<file path="src/rtl/lcd_refresh_scheduler.sv">
// lcd_refresh_scheduler
// Decides when an LCD frame refresh is issued. Triggers come from a manual
// request pulse or from a free-running period counter; they are collapsed
// into a single pending bit and serviced one frame at a time. The block
// watches the controller's busy handshake, counts completed frames and
// flags lost triggers (overrun) and handshake timeouts (fault).
module lcd_refresh_scheduler #(
    parameter int RefreshPeriodCount = 30000,
    parameter int StartTimeoutCount  = 16,
    parameter int FrameTimeoutCount  = 65535,
    parameter int FrameCountWidth    = 16
) (
    input  logic                       clock,
    input  logic                       reset,
    input  logic                       enable,
    input  logic                       request,
    input  logic                       clear,
    input  logic                       lcd_configuring,
    input  logic                       lcd_running,
    input  logic                       lcd_busy,
    output logic                       refresh,
    output logic                       frame_done,
    output logic [FrameCountWidth-1:0] frame_count,
    output logic                       overrun,
    output logic                       fault,
    output logic                       ready
);

    // One shared timer serves both handshake phases, so it is sized for
    // whichever timeout is longer.
    localparam int TimerMax = (StartTimeoutCount > FrameTimeoutCount) ?
                              StartTimeoutCount : FrameTimeoutCount;
    localparam int TimerW   = $clog2(TimerMax + 1);
    localparam int PeriodW  = $clog2(RefreshPeriodCount + 1);

    localparam logic [TimerW-1:0]  StartLoad  = TimerW'(StartTimeoutCount - 1);
    localparam logic [TimerW-1:0]  FrameLoad  = TimerW'(FrameTimeoutCount - 1);
    localparam logic [PeriodW-1:0] PeriodLoad = PeriodW'(RefreshPeriodCount - 1);

    typedef enum logic [2:0] {
        ST_WAIT_RUNNING = 3'd0,
        ST_IDLE         = 3'd1,
        ST_REQUEST      = 3'd2,
        ST_START        = 3'd3,
        ST_BUSY         = 3'd4
    } state_t;

    state_t                     r_state;
    logic [TimerW-1:0]          r_timer;
    logic [PeriodW-1:0]         r_period;
    logic                       r_pending;
    logic                       r_refresh;
    logic                       r_frame_done;
    logic [FrameCountWidth-1:0] r_frame_count;
    logic                       r_overrun;
    logic                       r_fault;

    logic w_lost_running;
    logic w_period_run;
    logic w_auto;
    logic w_trigger;
    logic w_consume;
    logic w_start_timeout;
    logic w_frame_timeout;
    logic w_fault_set;
    logic w_overrun_set;

    // The controller leaving the running state pre-empts everything except
    // the initial wait, where it is exactly what is being waited on.
    assign w_lost_running = (r_state != ST_WAIT_RUNNING) &&
                            (!lcd_running || lcd_configuring);

    // Period counter only advances while enabled and the controller is usable.
    assign w_period_run = enable && (r_state != ST_WAIT_RUNNING) && !w_lost_running;
    assign w_auto       = w_period_run && (r_period == '0);
    assign w_trigger    = request || w_auto;

    // Idle hands the pending trigger over to the Request state this cycle.
    assign w_consume = (r_state == ST_IDLE) && r_pending && !w_lost_running;

    assign w_start_timeout = (r_state == ST_START) && !lcd_busy && (r_timer == '0);
    assign w_frame_timeout = (r_state == ST_BUSY)  &&  lcd_busy && (r_timer == '0);
    assign w_fault_set     = !w_lost_running && (w_start_timeout || w_frame_timeout);

    // A trigger that finds the pending bit already occupied is merged away.
    assign w_overrun_set = !w_lost_running && w_trigger && r_pending && !w_consume;

    // Main sequencer: state, handshake timer and registered frame outputs.
    always_ff @(posedge clock) begin
        if (reset) begin
            r_state       <= ST_WAIT_RUNNING;
            r_timer       <= '0;
            r_refresh     <= 1'b0;
            r_frame_done  <= 1'b0;
            r_frame_count <= '0;
        end else begin
            r_refresh    <= 1'b0;
            r_frame_done <= 1'b0;
            if (w_lost_running) begin
                r_state <= ST_WAIT_RUNNING;
                r_timer <= '0;
            end else begin
                case (r_state)
                    ST_WAIT_RUNNING: begin
                        if (lcd_running && !lcd_configuring && !lcd_busy) begin
                            r_state <= ST_IDLE;
                            r_timer <= '0;
                        end
                    end
                    ST_IDLE: begin
                        if (r_pending) begin
                            r_state   <= ST_REQUEST;
                            r_refresh <= 1'b1;
                            r_timer   <= '0;
                        end
                    end
                    ST_REQUEST: begin
                        r_state <= ST_START;
                        r_timer <= StartLoad;
                    end
                    ST_START: begin
                        if (lcd_busy) begin
                            r_state <= ST_BUSY;
                            r_timer <= FrameLoad;
                        end else if (r_timer == '0) begin
                            r_state <= ST_IDLE;
                        end else begin
                            r_timer <= r_timer - 1'b1;
                        end
                    end
                    ST_BUSY: begin
                        if (!lcd_busy) begin
                            r_state       <= ST_IDLE;
                            r_timer       <= '0;
                            r_frame_done  <= 1'b1;
                            r_frame_count <= r_frame_count + FrameCountWidth'(1);
                        end else if (r_timer == '0) begin
                            r_state <= ST_WAIT_RUNNING;
                        end else begin
                            r_timer <= r_timer - 1'b1;
                        end
                    end
                    default: begin
                        r_state <= ST_WAIT_RUNNING;
                        r_timer <= '0;
                    end
                endcase
            end
        end
    end

    // Automatic refresh timebase: counts down, fires at zero and reloads.
    always_ff @(posedge clock) begin
        if (reset || !w_period_run || (r_period == '0)) begin
            r_period <= PeriodLoad;
        end else begin
            r_period <= r_period - 1'b1;
        end
    end

    // Single-entry trigger queue; a new trigger wins over consumption so a
    // trigger arriving as Idle leaves re-arms it instead of being lost.
    always_ff @(posedge clock) begin
        if (reset) begin
            r_pending <= 1'b0;
        end else if (w_lost_running) begin
            r_pending <= 1'b0;
        end else if (w_trigger) begin
            r_pending <= 1'b1;
        end else if (w_consume) begin
            r_pending <= 1'b0;
        end
    end

    // Sticky status flags; a setting event beats a simultaneous clear.
    always_ff @(posedge clock) begin
        if (reset) begin
            r_overrun <= 1'b0;
            r_fault   <= 1'b0;
        end else begin
            r_overrun <= w_overrun_set || (r_overrun && !clear);
            r_fault   <= w_fault_set   || (r_fault   && !clear);
        end
    end

    assign refresh     = r_refresh;
    assign frame_done  = r_frame_done;
    assign frame_count = r_frame_count;
    assign overrun     = r_overrun;
    assign fault       = r_fault;
    assign ready       = (r_state == ST_IDLE);

endmodule

</file>
<file path="config.mk">
export PLATFORM = sky130hd
export DESIGN_NAME = lcd_refresh_scheduler
export DESIGN_NICKNAME = d
export VERILOG_FILES = /design/src/rtl/lcd_refresh_scheduler.sv
export SDC_FILE = /design/constraint.sdc
export NUM_CORES = 1
export LEC_CHECK = 0
export ABC_AREA = 1
export BUFFER_PORTS_ARGS = -buffer_cell sky130_fd_sc_hd__buf_4
export CORE_MARGIN = 3
export CORE_UTILIZATION = 59
export CTS_CLUSTER_SIZE = 30
export DETAILED_ROUTE_END_ITERATION = 10
export GPL_TIMING_DRIVEN = 0
export PLACE_DENSITY = 0.79
export SYNTH_ARGS = -nofsm -noshare
export SYNTH_HDL_FRONTEND = slang
export SYNTH_SLANG_ARGS = --single-unit
export TNS_END_PERCENT = 10
</file>
<file path="constraint.sdc">
create_clock -name clock -period 1.65 [get_ports clock]
set_input_delay 0.165 -clock clock [delete_from_list [all_inputs] [get_ports clock]]
set_output_delay 0.165 -clock clock [all_outputs]
set_load 0.05 [all_outputs]
</file>
==> results.py, run 1 <==
metrics = {
    "run_status": {
        "outcome": "complete, no violations",
    },
    "cells_and_area": {
        "finalNetCount": 525,
        "drive_gt1_frac": 0.146,
        "nFillCells": 448,
        "mostFrequentLayoutCell": "nand2_1",
        "final_core_util": 0.718,
        "finalNonFillerCells": 581,
        "antenna_cells": 0,
        "final_cell_mix": "nand2_1, nor2_1, inv_1",
        "area_growth_pct": 13.3,
    },
    "clocking": {
        "cts_made_buffers": 5,
        "path_clk_slew_ns": 0.10,
        "htree_levels": 2,
        "clockBufferDepth": 2,
        "ctsHoldBuffers": 0,
        "root_buffer": "clkbuf_8",
        "cts_sinks": 55,
        "cts_setup_buffers": 0,
        "worstSkewPairLatency_ns": 0.31,
        "cts_tree": "yes",
    },
    "pwr": {
        "combPwrFrac": 0.447,
        "p_sw_frac": 0.426,
        "intPower_mw": 2.28,
        "leakage_nw": 1.63,
        "seqPwrFrac": 0.366,
        "switching_power_mw": 1.69,
        "clkPwrFrac": 0.188,
        "power.density_nw_per_um2": 1130,
        "vdd_drop_max_mv": 0.638,
    },
    "sta": {
        "hold_viol": 0,
        "final.setup_skew_ns": 0.00802,
        "rsz0062_at_grt": "true",
        "slew_viol_final": 0,
        "setup-violations-final": 0,
        "max_freq_mhz": 636,
        "layout_min_cycle_time_ns": 1.57,
        "slew_headroom": 0.675,
        "tightest_slew_ns": 0.488,
        "post-route-worst-setup-slack_ns": 0.0784,
        "min_period_over_period": 0.952,
    },
    "critical_path": {
        "reg2reg_slack_ns": 0.08,
        "r2r-start": "r_timer[0]",
        "start_kind": "flip-flop",
        "worstSetupPathType": "reg -> reg",
        "crit_arrival_ns": 1.82,
        "reg2reg_to": "r_timer[14]",
        "cp_max_fo": 6,
        "endpoint_kind": "flip-flop",
        "required_ns": 1.89,
        "rr_worst_depth": 10,
    },
    "synth": {
        "synth_top_area_cell": "dfxtp_1",
        "ys.flop_type": "dfxtp_1",
        "syn_inst": 479,
        "yosys_warnings": 0,
        "yosysUniqueCellTypes": 33,
        "netlist_area_um2": 3090,
        "netlist.area_leader.share": 0.356,
        "synth_seq_cells": 55,
        "yosysSeqAreaShare": 0.356,
        "avgSynthCellArea_um2": 6.46,
        "synth_edf_count": 0,
        "synthTopCellsByArea": "dfxtp_1, nand2_1, nor2_1",
        "synthesis.nets": 491,
        "synthArstFlopShare": 0,
    },
    "floorplan": {
        "die-area_um2": 6150,
        "num_io_pins": 29,
        "dieHeight_um": 78.4,
        "start_util": 0.634,
        "std_cell_rows": 25,
        "die_x_um": 78.4,
        "core_area_um2": 4880,
    },
    "detailed_routing": {
        "wl_um": 6850,
        "drc": 0,
        "vias": 2990,
        "routedWlPerCell_um": 11.8,
        "dr.pass1.iters": 4,
        "viasPerCell": 5.15,
        "drt_iter0_markers": 193,
        "drt.antenna.violating_nets": 0,
    },
    "grt": {
        "grt_usage": 0.233,
        "grt_pass1_vias": 2634,
        "gr-total-overflow": 0,
        "grt_first_pass_wirelength_um": 11700,
        "grt_max_degree": 18,
        "antenna_found_initial": 0,
    },
    "placement": {
        "dp_hpwl_um": 5110,
        "io_buffers": 27,
        "gp_congestion": 0.915,
        "pre_cts_ws_ns": -0.00988,
        "dp_cells": 573,
    },
    "hold_path": {
        "hold_path_class": "in -> reg",
        "hold-path-endpoint": "frame_done",
        "hold_depth": 2,
        "hp-start": "lcd_busy",
    },
    "job": {
        "cap_violations": 0,
    },
}
## power by group through the flow
stage	Clock, mW	Sequential, mW	Combinational [mW]
6_report	0.744	1.45	1.77
4_1_cts	0.771	1.45	1.72
5_1_grt	0.818	1.46	2.00
3_5_place_dp	0	1.48	1.70
3_3_place_gp	0	1.47	1.66
2_1_floorplan	0	1.48	1.34
## synth_stat cells, types with 5 or more instances
| library cell | instances |
|---|---|
| nand2_1 | 143 |
| nor2_1 | 64 |
| dfxtp_1 | 55 |
| inv_1 | 53 |
| a21oi_1 | 40 |
| nand3_1 | 31 |
| o21ai_0 | 17 |
| nor3_1 | 13 |
| nand4_1 | 8 |
| xor2_1 | 8 |
| nand2_2 | 5 |
| xnor2_1 | 5 |
## logic make-up (layout without fill, tap and decap cells)
logic type	count (synthesis)	count (layout)	share of synthesized area
flops	55	55	0.356
fa+ha+maj	4	4	0.0162
simple gates	281	281	0.396
buf+inv	66	101	0.0926
compound gates	60	60	0.102
xor+xnor	13	13	0.0368
## registers in the layout (all words and copies together), names as in the netlist
signal / count
fault: 1
overrun: 1
frame_count: 16
r_pending: 1
refresh: 1
r_state: 3
r_timer: 16
frame_done: 1
r_period: 15
## critical path: stages (launching register included)
cell and delay, ns:
dfxtp_1 0.34, inv_1 0.07, ha_1 0.20, nand2_2 0.13, nor2_1 0.29, nand3_1 0.12, nand2_1 0.09, nand2_1 0.05
nand2_1 0.06, nand2_1 0.05, a21oi_1 0.11
## through the flow
step | hold WS [ns] | cell area (um^2) | setup TNS (ns) | total power, mW
final | 0.0700 | 3500 | 0 | 3.97
after CTS | 0.0600 | 3480 | 0 | 3.94
after floorplan | 0.244 | 3100 | 0 | 2.82
after global routing | 0.0587 | 3500 | -0.295 | 4.28
after global placement | 0.374 | 3380 | -0.00445 | 3.13
after detailed placement | 0.380 | 3380 | -0.0182 | 3.17
## timing repair
action,CTS,global route
endpoints found under the setup margin,10,29
gates resized for setup,2,9
pin swaps,1,1
## area by class of cell
type | instances | area [um^2] | area share
multi-input combinational | 358 | 1740 | 0.496
sequential | 55 | 1100 | 0.315
inverter | 58 | 229 | 0.0653
timing repair buffer | 27 | 203 | 0.0578
tap | 67 | 83.8 | 0.0239
clock buffer | 5 | 68.8 | 0.0196
buffer | 8 | 57.6 | 0.0164
clock inverter | 3 | 20.0 | 0.00571
## worst max path at each step
stage                               from              to  depth (start not counted)
after CTS                     r_timer[0]      r_state[1]                          9
final                         r_timer[0]     r_timer[14]                         10
after floorplan           frame_count[3]  frame_count[8]                          6
after global routing          r_timer[0]      r_timer[4]                          9
after global placement        r_timer[0]      r_timer[4]                          9
after detailed placement      r_timer[0]      r_state[1]                          9
## routing by layer
metal | up-vias | wire length (um) | share of wire | GRT usage
met1 | 1359 | 3100 | 0.45 | 0.282
li1 | 1586 | - | - | -
met5 | - | 0 | 0 | 0
met2 | 43 | 3480 | 0.51 | 0.426
met3 | 2 | 231 | 0.034 | 0.0390
met4 | 0 | 30 | 0.0044 | 0.0559
Note: power is estimated with default switching activity, not from simulation.
==> run 2, diff against run 1 <==
--- a/config.mk
+++ b/config.mk
@@ -6,7 +6,7 @@
 export NUM_CORES = 1
 export LEC_CHECK = 0
 export ABC_AREA = 1
-export BUFFER_PORTS_ARGS = -buffer_cell sky130_fd_sc_hd__buf_4
+export BUFFER_PORTS_ARGS = -buffer_cell sky130_fd_sc_hd__buf_2
 export CORE_MARGIN = 3
 export CORE_UTILIZATION = 59
 export CTS_CLUSTER_SIZE = 30
==> results.py, run 2 (synthesis gave the netlist of run 1 again) <==
metrics = {
    "clocking": {
        "cts_tree": "yes",
        "clockBufferDepth": 2,
        "cts_setup_buffers": 0,
        "path_clk_slew_ns": 0.10,
        "cts_sinks": 55,
        "htree_levels": 2,
        "ctsHoldBuffers": 0,
        "worstSkewPairLatency_ns": 0.31,
        "root_buffer": "clkbuf_8",
        "cts_made_buffers": 5,
    },
    "grt": {
        "grtUsageMet3": 0.0401,
        "antenna_found_initial": 0,
        "gr-total-overflow": 0,
        "grt_pass1_vias": 2806,
        "grt_first_pass_wirelength_um": 12100,
        "grt_usage": 0.237,
        "grt_max_degree": 18,
        "grtUsageMet2": 0.428,
        "busiest_layer": "met2",
        "grt_use_met1": 0.293,
    },
    "detailed_routing": {
        "dr.pass1.iters": 4,
        "drt.antenna.violating_nets": 0,
        "wl_um": 6800,
        "vias": 3026,
        "drt_iter0_markers": 176,
        "viasPerCell": 5.21,
        "drc": 0,
        "routedWlPerCell_um": 11.7,
    },
    "cells_and_area": {
        "final_cell_mix": "nand2_1, nor2_1, inv_1",
        "finalNetCount": 525,
        "drive_gt1_frac": 0.150,
        "final_area_um2": 3490,
        "area_growth_pct": 12.9,
        "antenna_cells": 0,
        "mostFrequentLayoutCell": "nand2_1",
    },
    "placement": {
        "dp_hpwl_um": 5060,
        "io_buffers": 27,
        "gp_congestion": 0.922,
        "placed_cell_area_um2": 3320,
    },
    "floorplan": {
        "die-area_um2": 6150,
        "std_cell_rows": 25,
        "start_util": 0.634,
        "num_io_pins": 29,
        "dieHeight_um": 78.4,
        "die_x_um": 78.4,
        "core_area_um2": 4880,
    },
    "run_status": {
        "outcome": "complete, no violations",
    },
    "pwr": {
        "clkPwrFrac": 0.246,
        "leakage_nw": 1.65,
        "switching_power_mw": 1.70,
        "combPwrFrac": 0.415,
        "p_sw_frac": 0.397,
        "seqPwrFrac": 0.339,
        "vdd_drop_max_mv": 0.601,
        "intPower_mw": 2.58,
        "power.density_nw_per_um2": 1220,
    },
    "critical_path": {
        "crit_slowest_cell": "dfxtp_1",
        "crit_path_max_incr_delay_ns": 0.34,
        "critical-path-top-delay-family": "simple AND/OR/NAND/NOR gates",
        "crit_arrival_ns": 1.74,
        "cp_max_fo": 9,
        "worstSetupPathType": "reg -> reg",
        "critPathBufInv": 1,
        "start_kind": "flip-flop",
        "required_ns": 1.83,
        "endpoint_kind": "flip-flop",
        "cp_cell_sequence": "inv_1 -> ha_1 -> nand2_2 -> nor2_1 -> nand2_2 -> o21ai_0 -> nand2_1 -> nand2_1 -> a21oi_1",
    },
    "sta": {
        "setup-tns-final_ns": 0,
        "setup-violations-final": 0,
        "layout_min_cycle_time_ns": 1.56,
        "max_freq_mhz": 643,
        "tightest_slew_ns": 0.502,
        "rsz0062_at_grt": "true",
        "final.setup_skew_ns": 0.00453,
        "min_period_over_period": 0.943,
        "slew_viol_final": 0,
        "hold_viol": 0,
        "slew_headroom": 0.666,
    },
    "hold_path": {
        "hold_path_class": "in -> reg",
    },
    "job": {
        "cap_violations": 0,
    },
}
==> run 2: cell count changes in the layout (fill, tap and decap cells not counted), sizes merged <==
cell      change
bufinv        +2
clkinv        -1
clkinvlp      -1
==> run 2: area by class of cell <==
cell class | count | area [um^2]
timing repair buffer | 27 | 135
sequential | 55 | 1100
buffer | 8 | 57.6
clock inverter | 3 | 67.6
clock buffer | 5 | 68.8
tap | 67 | 83.8
multi-input combinational | 358 | 1750
fill | 457 | 1390
inverter | 58 | 229
==> run 2: power groups by stage <==
stage                     clock network (mW)  logic [mW]  registers (mW)
after floorplan                            0        1.34            1.48
after global placement                     0        1.65            1.47
after detailed placement                   0        1.68            1.48
after CTS                               1.08        1.70            1.44
after global routing                    1.12        2.01            1.46
final                                   1.05        1.77            1.45
==> run 2: metal layers <==
| metal | share of wire | vias up |
|---|---|---|
| met1 | 0.45 | 1374 |
| met3 | 0.040 | 7 |
| met4 | 0.0096 | 0 |
| li1 | - | 1595 |
| met2 | 0.50 | 50 |
| met5 | 0 | - |
==> run 2: through the flow <==
step                      setup WS [ns]   util  hold WS, ns  total power [mW]  std cells
after global routing            -0.0157  0.716        0.112              4.59        581
after detailed placement        -0.0299  0.679        0.377              3.16        573
after global placement          -0.0191  0.679        0.374              3.12        573
after floorplan                  0.0255      -        0.244              2.82        479
final                            0.0938  0.716        0.101              4.28        581
after CTS                        0.0155  0.708       0.0979              4.23        581
==> run 2: path summary, 6_finish.rpt <==
check | startpoint | to | slack (ns) | cells after the start
max reg2reg | r_timer[0] | r_timer[4] | 0.09 | 9
min reg2reg | r_period[0] | r_period[0] | 0.40 | 1
min | lcd_busy | frame_done | 0.10 | 2
max | r_timer[0] | r_timer[4] | 0.09 | 9
==> run 2: what timing repair did <==
item | in CTS | in global routing
pin swaps | 0 | 2
gates resized for setup | 1 | 11
endpoints found under the setup margin | 6 | 33
